### src/rtl/hex_7seg_pkg.sv
// Shared constants for the hex 7-segment scan driver: segment table, off pattern,
// digit-count limit and the per-slot scan state encoding.
package hex_7seg_pkg;

   localparam int MAX_DIGITS = 8;

   localparam logic [6:0] SEG_OFF = 7'h00;

   // Logical patterns, 1 = lit, bit 6 = segment a; element [n] is hex digit n.
   localparam logic [15:0][6:0] SEG_TABLE = {
      7'h47, 7'h4F, 7'h3D, 7'h4E, 7'h1F, 7'h77, 7'h7B, 7'h7F,
      7'h70, 7'h5F, 7'h5B, 7'h33, 7'h79, 7'h6D, 7'h30, 7'h7E
   };

   typedef enum logic {
      S_GUARD = 1'b0,
      S_DRIVE = 1'b1
   } scan_state_e;

   function automatic logic [6:0] seg_lookup(input logic [3:0] nib);
      return SEG_TABLE[nib];
   endfunction

endpackage

### src/rtl/hex_7seg_scan_driver_if.sv
// Display bus between the value source (master) and the scan driver (slave).
interface hex_7seg_scan_driver_if #(
   parameter int N_DIGITS = 4
);
   import hex_7seg_pkg::*;

   logic [4*N_DIGITS-1:0] i_value;
   logic [N_DIGITS-1:0]   i_dp;
   logic                  i_load;
   logic [6:0]            o_seg;
   logic                  o_dp;
   logic [N_DIGITS-1:0]   o_dig;
   logic                  o_frame;

   modport master (
      output i_value, i_dp, i_load,
      input  o_seg, o_dp, o_dig, o_frame
   );

   modport slave (
      input  i_value, i_dp, i_load,
      output o_seg, o_dp, o_dig, o_frame
   );

endinterface

### src/rtl/hex_7seg_lut.sv
// Combinational nibble to logical 7-segment pattern (1 = lit, abcdefg).
module hex_7seg_lut
   import hex_7seg_pkg::*;
(
   input  logic [3:0] nib_i,
   output logic [6:0] seg_o
);

   // Table lookup of the selected nibble.
   always_comb begin
      seg_o = seg_lookup(nib_i);
   end

endmodule

### src/rtl/hex_7seg_scan_driver.sv
// Time-multiplexed N-digit hex display driver with guard interval, double-buffered
// value, leading-zero blanking and per-digit decimal points.
module hex_7seg_scan_driver
   import hex_7seg_pkg::*;
#(
   parameter int N_DIGITS       = 4,
   parameter int CLK_DIV        = 50000,
   parameter int GUARD          = 4,
   parameter bit SEG_ACTIVE_LOW = 1'b1,
   parameter bit DIG_ACTIVE_LOW = 1'b1,
   parameter bit BLANK_LEADING  = 1'b1
)(
   input logic i_clk,
   input logic i_rst,
   hex_7seg_scan_driver_if.slave bus
);

   localparam int IDX_W = (N_DIGITS > 1) ? $clog2(N_DIGITS) : 1;
   localparam int CNT_W = (CLK_DIV > 1) ? $clog2(CLK_DIV) : 1;
   localparam logic [IDX_W-1:0] IDX_LAST   = IDX_W'(N_DIGITS - 1);
   localparam logic [IDX_W-1:0] IDX_ONE    = IDX_W'(1);
   localparam logic [CNT_W-1:0] CNT_LAST   = CNT_W'(CLK_DIV - 1);
   localparam logic [CNT_W-1:0] CNT_ONE    = CNT_W'(1);
   localparam logic [CNT_W-1:0] GUARD_LAST = CNT_W'(GUARD - 1);
   localparam scan_state_e      SLOT_START = (GUARD > 0) ? S_GUARD : S_DRIVE;
   localparam logic [6:0]          SEG_IDLE = SEG_ACTIVE_LOW ? 7'h7F : 7'h00;
   localparam logic                DP_IDLE  = SEG_ACTIVE_LOW;
   localparam logic [N_DIGITS-1:0] DIG_IDLE = DIG_ACTIVE_LOW ? '1 : '0;
   localparam logic [N_DIGITS-1:0] DIG_ONE  = N_DIGITS'(1'b1);

   scan_state_e           state_q, state_d;
   logic [IDX_W-1:0]      idx_q, idx_d;
   logic [CNT_W-1:0]      cnt_q, cnt_d;
   logic [4*N_DIGITS-1:0] act_val_q, pend_val_q;
   logic [N_DIGITS-1:0]   act_dp_q, pend_dp_q;
   logic                  pend_q;
   logic                  wrap_s, wrap_q;
   logic [6:0]            seg_q;
   logic                  dp_q;
   logic [N_DIGITS-1:0]   dig_q;
   logic                  frame_q;
   logic [3:0]            nib_s;
   logic [6:0]            lut_seg_s, seg_s;
   logic                  dp_s, run_s;
   logic [N_DIGITS-1:0]   dig_s, blank_s;

   hex_7seg_lut u_lut (
      .nib_i (nib_s),
      .seg_o (lut_seg_s)
   );

   // Slot sequencing: guard phase, drive phase, then advance the digit index.
   always_comb begin
      state_d = state_q;
      idx_d   = idx_q;
      cnt_d   = cnt_q + CNT_ONE;
      wrap_s  = 1'b0;
      case (state_q)
         S_GUARD: begin
            if (cnt_q == GUARD_LAST) begin
               state_d = S_DRIVE;
            end else begin
               state_d = S_GUARD;
            end
         end
         S_DRIVE: begin
            if (cnt_q == CNT_LAST) begin
               cnt_d   = '0;
               state_d = SLOT_START;
               if (idx_q == IDX_LAST) begin
                  idx_d  = '0;
                  wrap_s = 1'b1;
               end else begin
                  idx_d = idx_q + IDX_ONE;
               end
            end else begin
               state_d = S_DRIVE;
            end
         end
         default: begin
            state_d = SLOT_START;
            idx_d   = '0;
            cnt_d   = '0;
         end
      endcase
   end

   // A digit stays blank while it and every digit above it are zero without a dp.
   always_comb begin
      blank_s = '0;
      run_s   = BLANK_LEADING;
      for (int k = N_DIGITS - 1; k >= 1; k--) begin
         run_s      = run_s && (act_val_q[4*k +: 4] == 4'h0) && !act_dp_q[k];
         blank_s[k] = run_s;
      end
   end

   // Logical (active-high) pin values for the current slot.
   always_comb begin
      nib_s = 4'(act_val_q >> {idx_q, 2'b00});
      seg_s = SEG_OFF;
      dp_s  = 1'b0;
      dig_s = '0;
      if (state_q == S_DRIVE) begin
         dig_s = DIG_ONE << idx_q;
         dp_s  = act_dp_q[idx_q];
         if (blank_s[idx_q]) begin
            seg_s = SEG_OFF;
         end else begin
            seg_s = lut_seg_s;
         end
      end else begin
         seg_s = SEG_OFF;
         dp_s  = 1'b0;
         dig_s = '0;
      end
   end

   // Scan state, counters and polarity-adjusted registered outputs.
   always_ff @(posedge i_clk or posedge i_rst) begin
      if (i_rst) begin
         state_q <= SLOT_START;
         idx_q   <= '0;
         cnt_q   <= '0;
         wrap_q  <= 1'b0;
         frame_q <= 1'b0;
         seg_q   <= SEG_IDLE;
         dp_q    <= DP_IDLE;
         dig_q   <= DIG_IDLE;
      end else begin
         state_q <= state_d;
         idx_q   <= idx_d;
         cnt_q   <= cnt_d;
         wrap_q  <= wrap_s;
         // Delayed twice so the pulse lands with the first all-off output after digit N-1.
         frame_q <= wrap_q;
         seg_q   <= SEG_ACTIVE_LOW ? ~seg_s : seg_s;
         dp_q    <= SEG_ACTIVE_LOW ? ~dp_s : dp_s;
         dig_q   <= DIG_ACTIVE_LOW ? ~dig_s : dig_s;
      end
   end

   // Pending/active double buffer; a load in the wrap cycle bypasses pending.
   always_ff @(posedge i_clk or posedge i_rst) begin
      if (i_rst) begin
         pend_val_q <= '0;
         pend_dp_q  <= '0;
         pend_q     <= 1'b0;
         act_val_q  <= '0;
         act_dp_q   <= '0;
      end else begin
         if (bus.i_load) begin
            pend_val_q <= bus.i_value;
            pend_dp_q  <= bus.i_dp;
         end
         if (wrap_s) begin
            pend_q <= 1'b0;
            if (bus.i_load) begin
               act_val_q <= bus.i_value;
               act_dp_q  <= bus.i_dp;
            end else if (pend_q) begin
               act_val_q <= pend_val_q;
               act_dp_q  <= pend_dp_q;
            end
         end else if (bus.i_load) begin
            pend_q <= 1'b1;
         end
      end
   end

   assign bus.o_seg   = seg_q;
   assign bus.o_dp    = dp_q;
   assign bus.o_dig   = dig_q;
   assign bus.o_frame = frame_q;

endmodule

### src/flat_wrapper.sv
// flat-port wrapper written by rule: the top's interface ports become plain ports
module hex_7seg_scan_driver_flat import hex_7seg_pkg::*;
#(
   parameter int N_DIGITS       = 4,
   parameter int CLK_DIV        = 50000,
   parameter int GUARD          = 4,
   parameter bit SEG_ACTIVE_LOW = 1'b1,
   parameter bit DIG_ACTIVE_LOW = 1'b1,
   parameter bit BLANK_LEADING  = 1'b1
)
  (i_clk, i_rst, bus_i_value, bus_i_dp, bus_i_load, bus_o_seg, bus_o_dp, bus_o_dig, bus_o_frame);
  hex_7seg_scan_driver_if #(.N_DIGITS(N_DIGITS)) bus_i ();
  input logic i_clk;
  input logic i_rst;
  input wire logic [$bits(bus_i.i_value)-1:0] bus_i_value;
  input wire logic [$bits(bus_i.i_dp)-1:0] bus_i_dp;
  input wire logic [$bits(bus_i.i_load)-1:0] bus_i_load;
  output wire logic [$bits(bus_i.o_seg)-1:0] bus_o_seg;
  output wire logic [$bits(bus_i.o_dp)-1:0] bus_o_dp;
  output wire logic [$bits(bus_i.o_dig)-1:0] bus_o_dig;
  output wire logic [$bits(bus_i.o_frame)-1:0] bus_o_frame;
  assign bus_i.i_value = bus_i_value;
  assign bus_i.i_dp = bus_i_dp;
  assign bus_i.i_load = bus_i_load;
  assign bus_o_seg = bus_i.o_seg;
  assign bus_o_dp = bus_i.o_dp;
  assign bus_o_dig = bus_i.o_dig;
  assign bus_o_frame = bus_i.o_frame;
  hex_7seg_scan_driver #(.N_DIGITS(N_DIGITS), .CLK_DIV(CLK_DIV), .GUARD(GUARD), .SEG_ACTIVE_LOW(SEG_ACTIVE_LOW), .DIG_ACTIVE_LOW(DIG_ACTIVE_LOW), .BLANK_LEADING(BLANK_LEADING)) u_core (.i_clk(i_clk), .i_rst(i_rst), .bus(bus_i));
endmodule
### config.mk
export PLATFORM = sky130hd
export DESIGN_NAME = hex_7seg_scan_driver_flat
export DESIGN_NICKNAME = d
export VERILOG_FILES = /design/src/rtl/hex_7seg_pkg.sv /design/src/rtl/hex_7seg_scan_driver_if.sv /design/src/rtl/hex_7seg_lut.sv /design/src/rtl/hex_7seg_scan_driver.sv /design/src/flat_wrapper.sv
export SDC_FILE = /design/constraint.sdc
export NUM_CORES = 1
export LEC_CHECK = 0
export ABC_CLOCK_PERIOD_IN_PS = 3500
export CAP_MARGIN = 25
export CORE_AREA = 2 2 96 98
export DETAILED_ROUTE_END_ITERATION = 12
export DIE_AREA = 0 0 98 100
export GPL_ROUTABILITY_DRIVEN = 0
export MAX_ROUTING_LAYER = met4
export PLACE_DENSITY = 0.59
export SETUP_SLACK_MARGIN = 0.05
export SLEW_MARGIN = 30
export SYNTH_ARGS = -nofsm -noshare
export SYNTH_HDL_FRONTEND = slang
export SYNTH_SLANG_ARGS = --single-unit
### constraint.sdc
create_clock -name i_clk -period 3.5 [get_ports i_clk]
set_input_delay 0.7 -clock i_clk [delete_from_list [all_inputs] [get_ports i_clk]]
set_output_delay 0.7 -clock i_clk [all_outputs]
set_load 0.01 [all_outputs]
# After elaboration in Yosys (flattened, before gate mapping)
# Memory sizes are Yosys's and may differ from the RTL's.
# Cells that the tools add are included.
# Widths: inputs -> output; s select.
# totals
input_bits	23
wordCells	66
register_bits	74
output_inout_bits	13
mem_bits_ro	112
memories	1
# classes
bitwise_logic	4
n_lt_le_gt_ge	2
mux	24
n_eq_ne	3
n_addsub	2
n_reduce_logical	15
shift	2
# memory_table
memory	depth	word_bits	read_ports	rd_clocked_by_memory_dff	write_ports	line_no	rtl
(name not given)	16	7	1	0	0	hex_7seg_pkg.sv:21	return SEG_TABLE[nib];
# op_table
op	count
$mux 16	4
$mux 7	3
$add 16x1->16 const B	1
$eq 16x16->1 const B	1
$eq 16x2->1 const B	1
$shr 16x4->4	1
$logic_not 4->1	3
$mux 4	3
$mux 1	10
$not 7->7	1
$logic_and 1x1->1	5
$lt 4x5->1 const B	1
$bmux 1 s2	2
$not 4->4	1
$reduce_and 2->1	2
$reduce_bool 2->1	2
$shl 1x2->4 const A	1
$logic_not 1->1	3
$lt 2x3->1 const B	1
$add 2x1->2 const B	1
$eq 2x2->1 const B	1
$mux 2	1
$not 1->1	2
$pmux 1 s2	1

# Longest topological paths before layout
# Gate-level depths: netlist of run 1.
# depth
depth_word	11
mapped_depth	11
depth_no_buf	8

# Hierarchy
# Synthesis of run 1 repeated with hierarchy kept, for this count alone.
# hier_totals
hier_cells	258
hier_area_um2	3475.8
# by_module_without_submodules
mod	cells_per_inst	seq_area_each_um2	instances	area_per_inst_um2
hex_7seg_scan_driver	225	1866.8	1	3188.1
hex_7seg_lut	33	0.0	1	287.8

# Worst setup path after synthesis of run 1
# No wires, ideal clock.
# synth_path
path_type	register to register
startpoint	reg u_core.idx_q[1]
endpoint	reg u_core.seg_q[6], in the netlist u_core.bus.o_seg[6]
path_buffers	3
setup_time_ps	77
required_time_ps	3423
period_less_slack_ps	2473
arrival_ps	2396
path_slack_ps	1027
stages_incl_launch_ff	11
path_cell_list	dfrtp_1 clkbuf_1 buf_2 mux4_2 ha_1 clkbuf_1 mux2_2 or3_1 nand3_1 o41ai_1 a21o_1
# synth_between
elab_chain_cells	6
word_cells_on_any_way	8
cone_classes	shift (1); mux (5); bitwise (1); memory (1)
# synth_lines
item	line_no	rtl
start: declaration	hex_7seg_scan_driver.sv:32	logic [IDX_W-1:0] idx_q, idx_d;
start signal: assignment	hex_7seg_scan_driver.sv:132	idx_q <= idx_d;
$shr 16x4->4	hex_7seg_scan_driver.sv:100	nib_s = 4'(act_val_q >> {idx_q, 2'b00});
$mem_v2 16x7	-	
$mux 7 (not written as such)	hex_7seg_pkg.sv:21	
$mux 7 *	hex_7seg_scan_driver.sv:107	if (blank_s[idx_q]) begin
$mux 7 *	hex_7seg_scan_driver.sv:104	if (state_q == S_DRIVE) begin
$not 7->7 *	hex_7seg_scan_driver.sv:137	seg_q <= SEG_ACTIVE_LOW ? ~seg_s : seg_s;
end signal: assignment	hex_7seg_scan_driver.sv:137	
end: declaration	hex_7seg_scan_driver.sv:38	logic [6:0] seg_q;
# Mark *: on every way between the ends. The rest lies on a longest branch, timed or not. The select of a mux whose other input is x is not followed.
# A chain may end at the register's enable or synchronous reset.

# Final worst setup path of run 1
# Same ends and word-level chain as after synthesis.

==> report_table.html, run 1 <==
<table>
<tr><th>Metric</th><th>Value</th></tr>
<tr><th colspan="2">Outcome</th></tr>
<tr><td>Run status</td><td>finished clean</td></tr>
<tr><th colspan="2">Yosys</th></tr>
<tr><td>Largest cells by area after synthesis</td><td>sky130_fd_sc_hd__dfrtp_1, sky130_fd_sc_hd__dfstp_2, sky130_fd_sc_hd__mux2_4</td></tr>
<tr><td>Instance count of the mapped netlist</td><td>280</td></tr>
<tr><td>Yosys top cell area share</td><td>a little over two fifths</td></tr>
<tr><td>Synth warn</td><td>0</td></tr>
<tr><td>Count of state elements after synthesis</td><td>74</td></tr>
<tr><td>Share of synthesized flip-flops with an asynchronous set or reset</td><td>100%</td></tr>
<tr><td>Number of unique standard cell types used by synthesis</td><td>47</td></tr>
<tr><td>Sequential element share of the synthesized area</td><td>a little over half</td></tr>
<tr><td>Main synth FF type</td><td>sky130_fd_sc_hd__dfrtp_1</td></tr>
<tr><td>Count of flip-flops with a built-in enable after synthesis</td><td>0</td></tr>
<tr><td>Area of the mapped netlist</td><td>roughly 3500 µm²</td></tr>
<tr><td>Post-Syn Area per Cell</td><td>between 10 and 15 µm²</td></tr>
<tr><td>Synth top cells by count</td><td>sky130_fd_sc_hd__dfrtp_1, sky130_fd_sc_hd__nand2_1, sky130_fd_sc_hd__mux2_2, sky130_fd_sc_hd__mux2_4, sky130_fd_sc_hd__nor2_1</td></tr>
<tr><td>Most used standard cell by instance count after synthesis</td><td>sky130_fd_sc_hd__dfrtp_1</td></tr>
<tr><td>Yosys top cell by area</td><td>sky130_fd_sc_hd__dfrtp_1</td></tr>
<tr><td>Net count after synthesis</td><td>between 300 and 400</td></tr>
<tr><th colspan="2">Worst setup path</th></tr>
<tr><td>Worst reg2reg path depth</td><td>7</td></tr>
<tr><td>Arrival @ worst endpoint</td><td>about 2.8 ns</td></tr>
<tr><td>Cell class contributing the biggest share of worst-path delay</td><td>multiplexers</td></tr>
<tr><td>Top fanout value on the critical path</td><td>16</td></tr>
<tr><td>Data required, critical path</td><td>between 3 and 4 ns</td></tr>
<tr><td>Max incr delay on CP</td><td>around 0.73 ns</td></tr>
<tr><td>Slowest library cell on the worst path</td><td>sky130_fd_sc_hd__dfrtp_1</td></tr>
<tr><td>Critical path, cell by cell</td><td>mux4_2, ha_1, mux2_2, or3_1, nand3_1, o41ai_1, a21o_1</td></tr>
<tr><td>Type of the worst setup path</td><td>flop to flop</td></tr>
<tr><td>Startpoint type of the worst setup path</td><td>flop</td></tr>
<tr><td>Critical path endpoint category</td><td>flop</td></tr>
<tr><td>Buf+Inv Stages, Crit Path</td><td>0</td></tr>
<tr><td>Crit. path cell count</td><td>7</td></tr>
<tr><th colspan="2">Power and ir drop</th></tr>
<tr><td>Total power divided by cell area</td><td>between 300 and 400 nW/µm²</td></tr>
<tr><td>LEAKAGE</td><td>between 1.5 and 2 nW</td></tr>
<tr><td>Worst vdd rail ir drop</td><td>about 0.00020 V</td></tr>
<tr><th colspan="2">Layout</th></tr>
<tr><td>Number of nets in the layout</td><td>approximately 350</td></tr>
<tr><td>Final core occ</td><td>47.5%</td></tr>
<tr><td>Number of diodes added for antenna fixing</td><td>0</td></tr>
<tr><td>Layout cells sized above 1</td><td>~25%</td></tr>
<tr><td>Area added between synthesis and finish</td><td>19.5%</td></tr>
<tr><td>Total of fill cells in the finished design</td><td>between 800 and 900</td></tr>
<tr><th colspan="2">Timing</th></tr>
<tr><td>Max Transition Viols Final</td><td>0</td></tr>
<tr><td>Final setup violation count</td><td>0</td></tr>
<tr><td>RSZ-0062 raised after global routing</td><td>false</td></tr>
<tr><td>Count of final hold-check violations</td><td>0</td></tr>
<tr><td>Worst clock skew on the final layout</td><td>0.00924 ns</td></tr>
<tr><td>Final clock period utilization by the worst path</td><td>between 70% and 80%</td></tr>
<tr><td>Minimum period implied by the final worst setup slack</td><td>2.54 ns</td></tr>
<tr><td>Fmax achieved</td><td>between 300 and 400 MHz</td></tr>
<tr><td>Worst-case headroom to the max-slew limit</td><td>a little under two fifths</td></tr>
<tr><td>Final setup TNS</td><td>0 ns</td></tr>
<tr><td>Pin slew with the least headroom to its limit</td><td>0.928 ns</td></tr>
<tr><th colspan="2">Route</th></tr>
<tr><td>Iteration-0 DRC count of the detailed router</td><td>70</td></tr>
<tr><td>Antenna Violating Nets Remaining</td><td>0</td></tr>
<tr><td>Total detailed-routing wirelength</td><td>6430 µm</td></tr>
<tr><td>Drt pass-1 iters</td><td>4</td></tr>
<tr><td>DR WL/cell</td><td>roughly 15 µm</td></tr>
<tr><td>Remaining design rule violation count</td><td>0</td></tr>
<tr><td>DR vias/cell</td><td>~5.0</td></tr>
<tr><td>Number of vias after detailed routing</td><td>roughly 2,200</td></tr>
<tr><th colspan="2">Global routing</th></tr>
<tr><td>Total global routing overflow</td><td>0</td></tr>
<tr><td>Number of antenna violations at the first check in global routing</td><td>0</td></tr>
<tr><td>Maximum number of pins on one net before global-route repair</td><td>39</td></tr>
<tr><td>Total GRT Usage</td><td>between 10 and 15%</td></tr>
<tr><td>Global-route wire length before repair</td><td>roughly 11,000 µm</td></tr>
<tr><td>Vias in the first global route</td><td>around 2,300</td></tr>
<tr><th colspan="2">Floorplan</th></tr>
<tr><td>DIE WIDTH</td><td>98 µm</td></tr>
<tr><td>Standard-cell rows</td><td>35</td></tr>
<tr><td>Starting utilization of the core area</td><td>between 30% and 40%</td></tr>
<tr><td>I/O pin cnt</td><td>36</td></tr>
<tr><td>Die Area</td><td>around 9800 µm²</td></tr>
<tr><td>Total core area</td><td>8890 µm²</td></tr>
<tr><td>Height of the die</td><td>around 100 µm</td></tr>
<tr><th colspan="2">Clock network</th></tr>
<tr><td>Number of buffers created by CTS</td><td>9</td></tr>
<tr><td>Depth of the CTS H-tree</td><td>3</td></tr>
<tr><td>Buffer depth of the longest clock path</td><td>2</td></tr>
<tr><td>Root Driver</td><td>sky130_fd_sc_hd__clkbuf_8</td></tr>
<tr><td>Post-CTS Setup Repair Bufs</td><td>0</td></tr>
<tr><td>Clock transition time at the flip-flop clock pins of the worst setup and hold paths</td><td>roughly 0.07 ns</td></tr>
<tr><td>Cts-stage hold buffer count</td><td>0</td></tr>
<tr><td>Insertion delay to the later sink of the worst-skew pair</td><td>0.35 ns</td></tr>
<tr><td>Resized cells post-CTS</td><td>0</td></tr>
<tr><td>Sinks on Clock Net</td><td>74</td></tr>
<tr><td>Clock tree from TritonCTS</td><td>yes</td></tr>
<tr><th colspan="2">Min path</th></tr>
<tr><td>Hold Path Class</td><td>flop to flop</td></tr>
<tr><td>Cell count of the worst hold path</td><td>0</td></tr>
<tr><th colspan="2">Place</th></tr>
<tr><td>Hpwl dp</td><td>roughly 4600 µm</td></tr>
<tr><td>Quantity of I/O buffers inserted on ports</td><td>35</td></tr>
<tr><th colspan="2">Job</th></tr>
<tr><td>Count of maximum capacitance violations</td><td>0</td></tr>
</table>
[worst paths after layout]
path | end | from | slack [ns]
min in group asynchronous | u_core.pend_dp_q[1] | i_rst | 0.81
max reg2reg | u_core.bus.o_seg[6] | u_core.idx_q[1] | 0.96
max in group asynchronous | u_core.bus.o_seg[1] | i_rst | 1.97
min reg2reg | u_core.bus.o_frame | u_core.wrap_q | 0.37
max | u_core.bus.o_seg[6] | u_core.idx_q[1] | 0.96
min | u_core.bus.o_frame | u_core.wrap_q | 0.37
[flip-flops by register name, summed over array words and instances (netlist names), 2 cells and up]
register	cells
u_core.cnt_q	16
u_core.act_val_q	16
u_core.bus.o_dig	4
u_core.bus.o_seg	7
u_core.idx_q	2
u_core.pend_val_q	16
u_core.pend_dp_q	4
u_core.act_dp_q	4
[cells by family (layout without fill, tap and decap cells)]
group / after synthesis / count (layout) / share of synthesized area (%)
compound gates: 24 / 24 / 4.99
xor+xnor: 15 / 15 / 3.71
fa+ha+maj: 11 / 11 / 3.89
buf+inv: 22 / 66 / 2.83
flops: 74 / 74 / 52.8
mux: 51 / 51 / 19.1
simple gates: 83 / 83 / 12.7
[area by class of cell]
class	count	area, µm²	area share, %
tap	111	139	3.29
clock buffer	12	135	3.20
sequential	74	1870	44.2
timing repair buffer	40	400	9.48
inverter	10	37.5	0.888
clock inverter	4	76.3	1.81
multi-input combinational	184	1570	37.2
[stage by stage]
step	worst slack (ns)	power, W	hold WS (ns)	instances	area, µm²
after floorplan	0.938	0.000943	0.331	280	3540
after global placement	1.04	0.000984	0.339	419	4010
after detailed placement	0.983	0.000985	0.350	419	4010
after CTS	0.960	0.00171	0.369	435	4230
after global routing	0.767	0.00176	0.370	435	4230
final	0.960	0.00168	0.365	435	4230
[cell usage in the layout, fill, tap and decap left out, drive strengths merged, types with 2 or more instances in the layout]
cell type,instances
a21oi,3
a221o,3
a311o,2
a31oi,2
and3,2
and4,2
buf,5
bufinv,2
clkbuf,12
clkdlybuf4s50,35
dfrtp,62
dfstp,12
ha,11
inv,11
mux2,42
mux2i,6
mux4,3
nand2,23
nand3,8
nand3b,3
nand4,2
nor2,17
nor2b,4
nor3,5
nor4,6
nor4b,3
o21ai,5
or2,2
or3,2
xnor2,10
xor2,5
[layer usage]
layer	vias to the layer above	share of wire [%]	GRT usage (%)
met2	47	44	21.5
met1	1059	51	20.2
li1	1071	-	-
met3	8	4.4	3.83
met5	-	0	-
met4	0	1.1	5.45
[where the power goes]
part	switching [W]	total (W)	internal [W]
Clock	0.000312	0.000717	0.000405
Combinational	0.0000364	0.0000825	0.0000461
Sequential	0.00000539	0.000883	0.000878
Power figures use the tool's default switching activity.
==> run 2: changes to the inputs <==
- ABC_CLOCK_PERIOD_IN_PS: 3500 -> 2500
- clock period: 3.5 -> 2.5 ns (I/O delays scaled with it)
==> run 2 against run 1 <==
Compared with the run above: critical path depth stayed put; first-iteration DRC count grew 100%; wire length up 4.2%; maximum frequency grew 15%; global-route usage increased by 0.78 points; sequential cell count stayed put; worst hold slack hardly changed; clock-buffer cell count fell by 1; critical path type unchanged; highest routed layer unchanged.
==> report_table.html, run 2 (same netlist as run 1, synthesis figures left out) <==
<table>
<tr><th>Metric</th><th>Value</th></tr>
<tr><th colspan="2">Min path</th></tr>
<tr><td>Hold Path Class</td><td>flop to flop</td></tr>
<tr><td>Hold path startpoint</td><td>u_core.wrap_q</td></tr>
<tr><th colspan="2">Layout</th></tr>
<tr><td>Number of diodes added for antenna fixing</td><td>0 (unchanged)</td></tr>
<tr><td>Most frequent cells in the layout</td><td>sky130_fd_sc_hd__dfrtp_1, sky130_fd_sc_hd__clkdlybuf4s50_1, sky130_fd_sc_hd__nand2_1</td></tr>
<tr><td>Commonest non-fill, non-tap cell in the layout</td><td>sky130_fd_sc_hd__dfrtp_1</td></tr>
<tr><td>Total of fill cells in the finished design</td><td>814 (-0.12%)</td></tr>
<tr><td>Area taken by multi-input logic gates</td><td>1570 µm² (unchanged)</td></tr>
<tr><td>Seq. cell area</td><td>1870 µm² (unchanged)</td></tr>
<tr><td>Number of nets in the layout</td><td>356 (+0.85%)</td></tr>
<tr><td>Layout cells sized above 1</td><td>25.8% (+0.77 points)</td></tr>
<tr><td>Biggest regs</td><td>u_core.act_val_q: 16 flops, u_core.cnt_q: 16 flops, u_core.pend_val_q: 16 flops</td></tr>
<tr><td>Finished Layout Cells</td><td>437 (+0.46%)</td></tr>
<tr><td>Area added between synthesis and finish</td><td>18.4%</td></tr>
<tr><th colspan="2">Timing</th></tr>
<tr><td>RSZ-0062 raised after global routing</td><td>false</td></tr>
<tr><td>Hold WS</td><td>0.366 ns (+0.000305 ns)</td></tr>
<tr><td>Worst-case headroom to the max-slew limit</td><td>63.6% (+26 points)</td></tr>
<tr><td>Final clock period utilization by the worst path</td><td>88.0% (+15 points)</td></tr>
<tr><td>Minimum period implied by the final worst setup slack</td><td>2.20 ns (-0.340 ns)</td></tr>
<tr><td>Pin slew with the least headroom to its limit</td><td>0.539 ns (-0.390 ns)</td></tr>
<tr><td>Worst clock skew on the final layout</td><td>0.0118 ns (+0.00260 ns)</td></tr>
<tr><td>Max Transition Viols Final</td><td>0 (unchanged)</td></tr>
<tr><td>Count of final hold-check violations</td><td>0 (unchanged)</td></tr>
<tr><td>Final setup violation count</td><td>0 (unchanged)</td></tr>
<tr><td>Fmax achieved</td><td>455 MHz (+15%)</td></tr>
<tr><td>Final setup TNS</td><td>0 ns (unchanged)</td></tr>
<tr><th colspan="2">Place</th></tr>
<tr><td>Quantity of I/O buffers inserted on ports</td><td>35 (unchanged)</td></tr>
<tr><td>Hpwl dp</td><td>4690 µm (+2.5%)</td></tr>
<tr><td>Placed cells</td><td>422 (+0.72%)</td></tr>
<tr><th colspan="2">Global routing</th></tr>
<tr><td>Total global routing overflow</td><td>0 (unchanged)</td></tr>
<tr><td>Number of antenna violations at the first check in global routing</td><td>0 (unchanged)</td></tr>
<tr><td>Total GRT Usage</td><td>15.6% (+0.78 points)</td></tr>
<tr><td>Global-route wire length before repair</td><td>11,700 µm (+5.3%)</td></tr>
<tr><td>Vias in the first global route</td><td>2,317 (+2.2%)</td></tr>
<tr><td>Maximum number of pins on one net before global-route repair</td><td>75 (+92%)</td></tr>
<tr><th colspan="2">Worst setup path</th></tr>
<tr><td>Reg-to-Reg Start</td><td>u_core.idx_q[0]</td></tr>
<tr><td>Critical path endpoint category</td><td>flop</td></tr>
<tr><td>Worst setup path startpoint</td><td>u_core.idx_q[0]</td></tr>
<tr><td>Arrival @ worst endpoint</td><td>2.49 ns (-0.32 ns)</td></tr>
<tr><td>Top fanout value on the critical path</td><td>6 (-10)</td></tr>
<tr><td>Data required, critical path</td><td>2.79 ns (-0.98 ns)</td></tr>
<tr><td>Startpoint type of the worst setup path</td><td>flop</td></tr>
<tr><td>Type of the worst setup path</td><td>flop to flop</td></tr>
<tr><th colspan="2">Clock network</th></tr>
<tr><td>Buffer depth of the longest clock path</td><td>2 (unchanged)</td></tr>
<tr><td>Resized cells post-CTS</td><td>0 (unchanged)</td></tr>
<tr><td>Cts-stage hold buffer count</td><td>0 (unchanged)</td></tr>
<tr><td>Sinks on Clock Net</td><td>74 (unchanged)</td></tr>
<tr><td>Post-CTS Setup Repair Bufs</td><td>0 (unchanged)</td></tr>
<tr><td>Root Driver</td><td>sky130_fd_sc_hd__clkbuf_8</td></tr>
<tr><td>Depth of the CTS H-tree</td><td>3 (unchanged)</td></tr>
<tr><td>Insertion delay to the later sink of the worst-skew pair</td><td>0.35 ns (about the same)</td></tr>
<tr><td>Clock tree from TritonCTS</td><td>yes</td></tr>
<tr><td>Clock transition time at the flip-flop clock pins of the worst setup and hold paths</td><td>0.08 ns (about the same)</td></tr>
<tr><td>Number of buffers created by CTS</td><td>9 (unchanged)</td></tr>
<tr><th colspan="2">Power and ir drop</th></tr>
<tr><td>Combinational power share</td><td>5.5% (+0.6 points)</td></tr>
<tr><td>Clock power frac</td><td>35.9% (-6.7 points)</td></tr>
<tr><td>LEAKAGE</td><td>1.84 nW (-0.11%)</td></tr>
<tr><td>Worst vdd rail ir drop</td><td>0.000292 V (+48%)</td></tr>
<tr><td>Pint</td><td>0.00164 W (+24%)</td></tr>
<tr><td>Sequential share of power</td><td>58.6% (+6.1 points)</td></tr>
<tr><td>Switch share</td><td>22.2% (+1.1 points)</td></tr>
<tr><td>Net load switching power</td><td>0.000468 W (+32%)</td></tr>
<tr><td>Total power divided by cell area</td><td>504 nW/µm² (+26%)</td></tr>
<tr><th colspan="2">Route</th></tr>
<tr><td>Total detailed-routing wirelength</td><td>6700 µm (+4.2%)</td></tr>
<tr><td>Remaining design rule violation count</td><td>0 (unchanged)</td></tr>
<tr><td>Drt pass-1 iters</td><td>4 (unchanged)</td></tr>
<tr><td>Number of vias after detailed routing</td><td>2,239 (+2.5%)</td></tr>
<tr><td>Iteration-0 DRC count of the detailed router</td><td>140 (+100%)</td></tr>
<tr><td>DR WL/cell</td><td>15.3 µm (+3.7%)</td></tr>
<tr><td>Antenna Violating Nets Remaining</td><td>0 (unchanged)</td></tr>
<tr><td>DR vias/cell</td><td>5.12 (+2.0%)</td></tr>
<tr><th colspan="2">Outcome</th></tr>
<tr><td>Run status</td><td>finished clean</td></tr>
<tr><th colspan="2">Floorplan</th></tr>
<tr><td>Total core area</td><td>8890 µm² (unchanged)</td></tr>
<tr><td>DIE WIDTH</td><td>98 µm (unchanged)</td></tr>
<tr><td>Die Area</td><td>9800 µm² (unchanged)</td></tr>
<tr><td>Height of the die</td><td>100 µm (unchanged)</td></tr>
<tr><td>Starting utilization of the core area</td><td>39.8% (unchanged)</td></tr>
<tr><td>I/O pin cnt</td><td>36 (unchanged)</td></tr>
<tr><td>Standard-cell rows</td><td>35 (unchanged)</td></tr>
<tr><th colspan="2">Job</th></tr>
<tr><td>Count of maximum capacitance violations</td><td>0 (unchanged)</td></tr>
</table>
## run 2: cell types whose count changed in the layout (fill, tap and decap cells not counted), sizes merged
cell      previous run  this run
clkinv               0         4
buf                  5         8
clkbuf              12        11
clkinvlp             1         0
bufinv               2         0
inv                 11        10
## run 2: per-layer routing
metal,track usage [%],part of all wire [%]
met5,-,0
met4,5.66,1.4
met3,4.18,3.7
met2,22.8,45
met1,21.1,50
## run 2: path summary, 6_finish.rpt
kind,cells past startpoint,to,slack [ns]
max in group asynchronous,3,u_core.bus.o_dig[3],1.59
min,0,u_core.bus.o_frame,0.37
min in group asynchronous,3,u_core.act_val_q[13],0.54
max reg2reg,7,u_core.bus.o_seg[6],0.30
min reg2reg,0,u_core.bus.o_frame,0.37
max,7,u_core.bus.o_seg[6],0.30
## run 2: final cells by class
cell class / instances / share of cell area (%)
clock buffers: 11 / 3.14
flip-flops and latches: 74 / 44.6
multi-input cells: 184 / 37.5
well taps: 111 / 3.32
clock inverters: 4 / 0.478
inverters: 10 / 0.896
repair buffers: 43 / 10.1
## run 2: through the flow
stage / worst slack (ns) / power (W) / util [%] / instance area (µm²)
6_report: 0.300 / 0.00211 / 47.1 / 4190
5_1_grt: 0.173 / 0.00221 / 47.1 / 4190
4_1_cts: 0.292 / 0.00214 / 47.1 / 4190
3_5_place_dp: 0.303 / 0.00138 / 45.4 / 4040
3_3_place_gp: 0.352 / 0.00138 / 45.4 / 4040
2_1_floorplan: 0.112 / 0.00132 / - / 3540
## run 2: critical path: stages (launching register included)
cell and delay, ns:
sky130_fd_sc_hd__dfrtp_1 0.41, sky130_fd_sc_hd__mux4_2 0.59, sky130_fd_sc_hd__ha_1 0.24, sky130_fd_sc_hd__mux2_2 0.25, sky130_fd_sc_hd__or3_1 0.31, sky130_fd_sc_hd__nand3_1 0.09, sky130_fd_sc_hd__o41ai_1 0.07, sky130_fd_sc_hd__a21o_1 0.18
## run 2: power groups by stage
stage	sequential [W]	clock, W	combinational, W
after floorplan	0.00126	0	0.0000639
after global placement	0.00126	0	0.000118
after detailed placement	0.00126	0	0.000119
after CTS	0.00124	0.000782	0.000120
after global routing	0.00124	0.000840	0.000130
final	0.00124	0.000757	0.000116
==> run 3: changes to the inputs <==
- TNS_END_PERCENT: default -> 1
==> results of run 3 <==
Same layout as run 2: the final DEF is identical, and so are final timing and power.
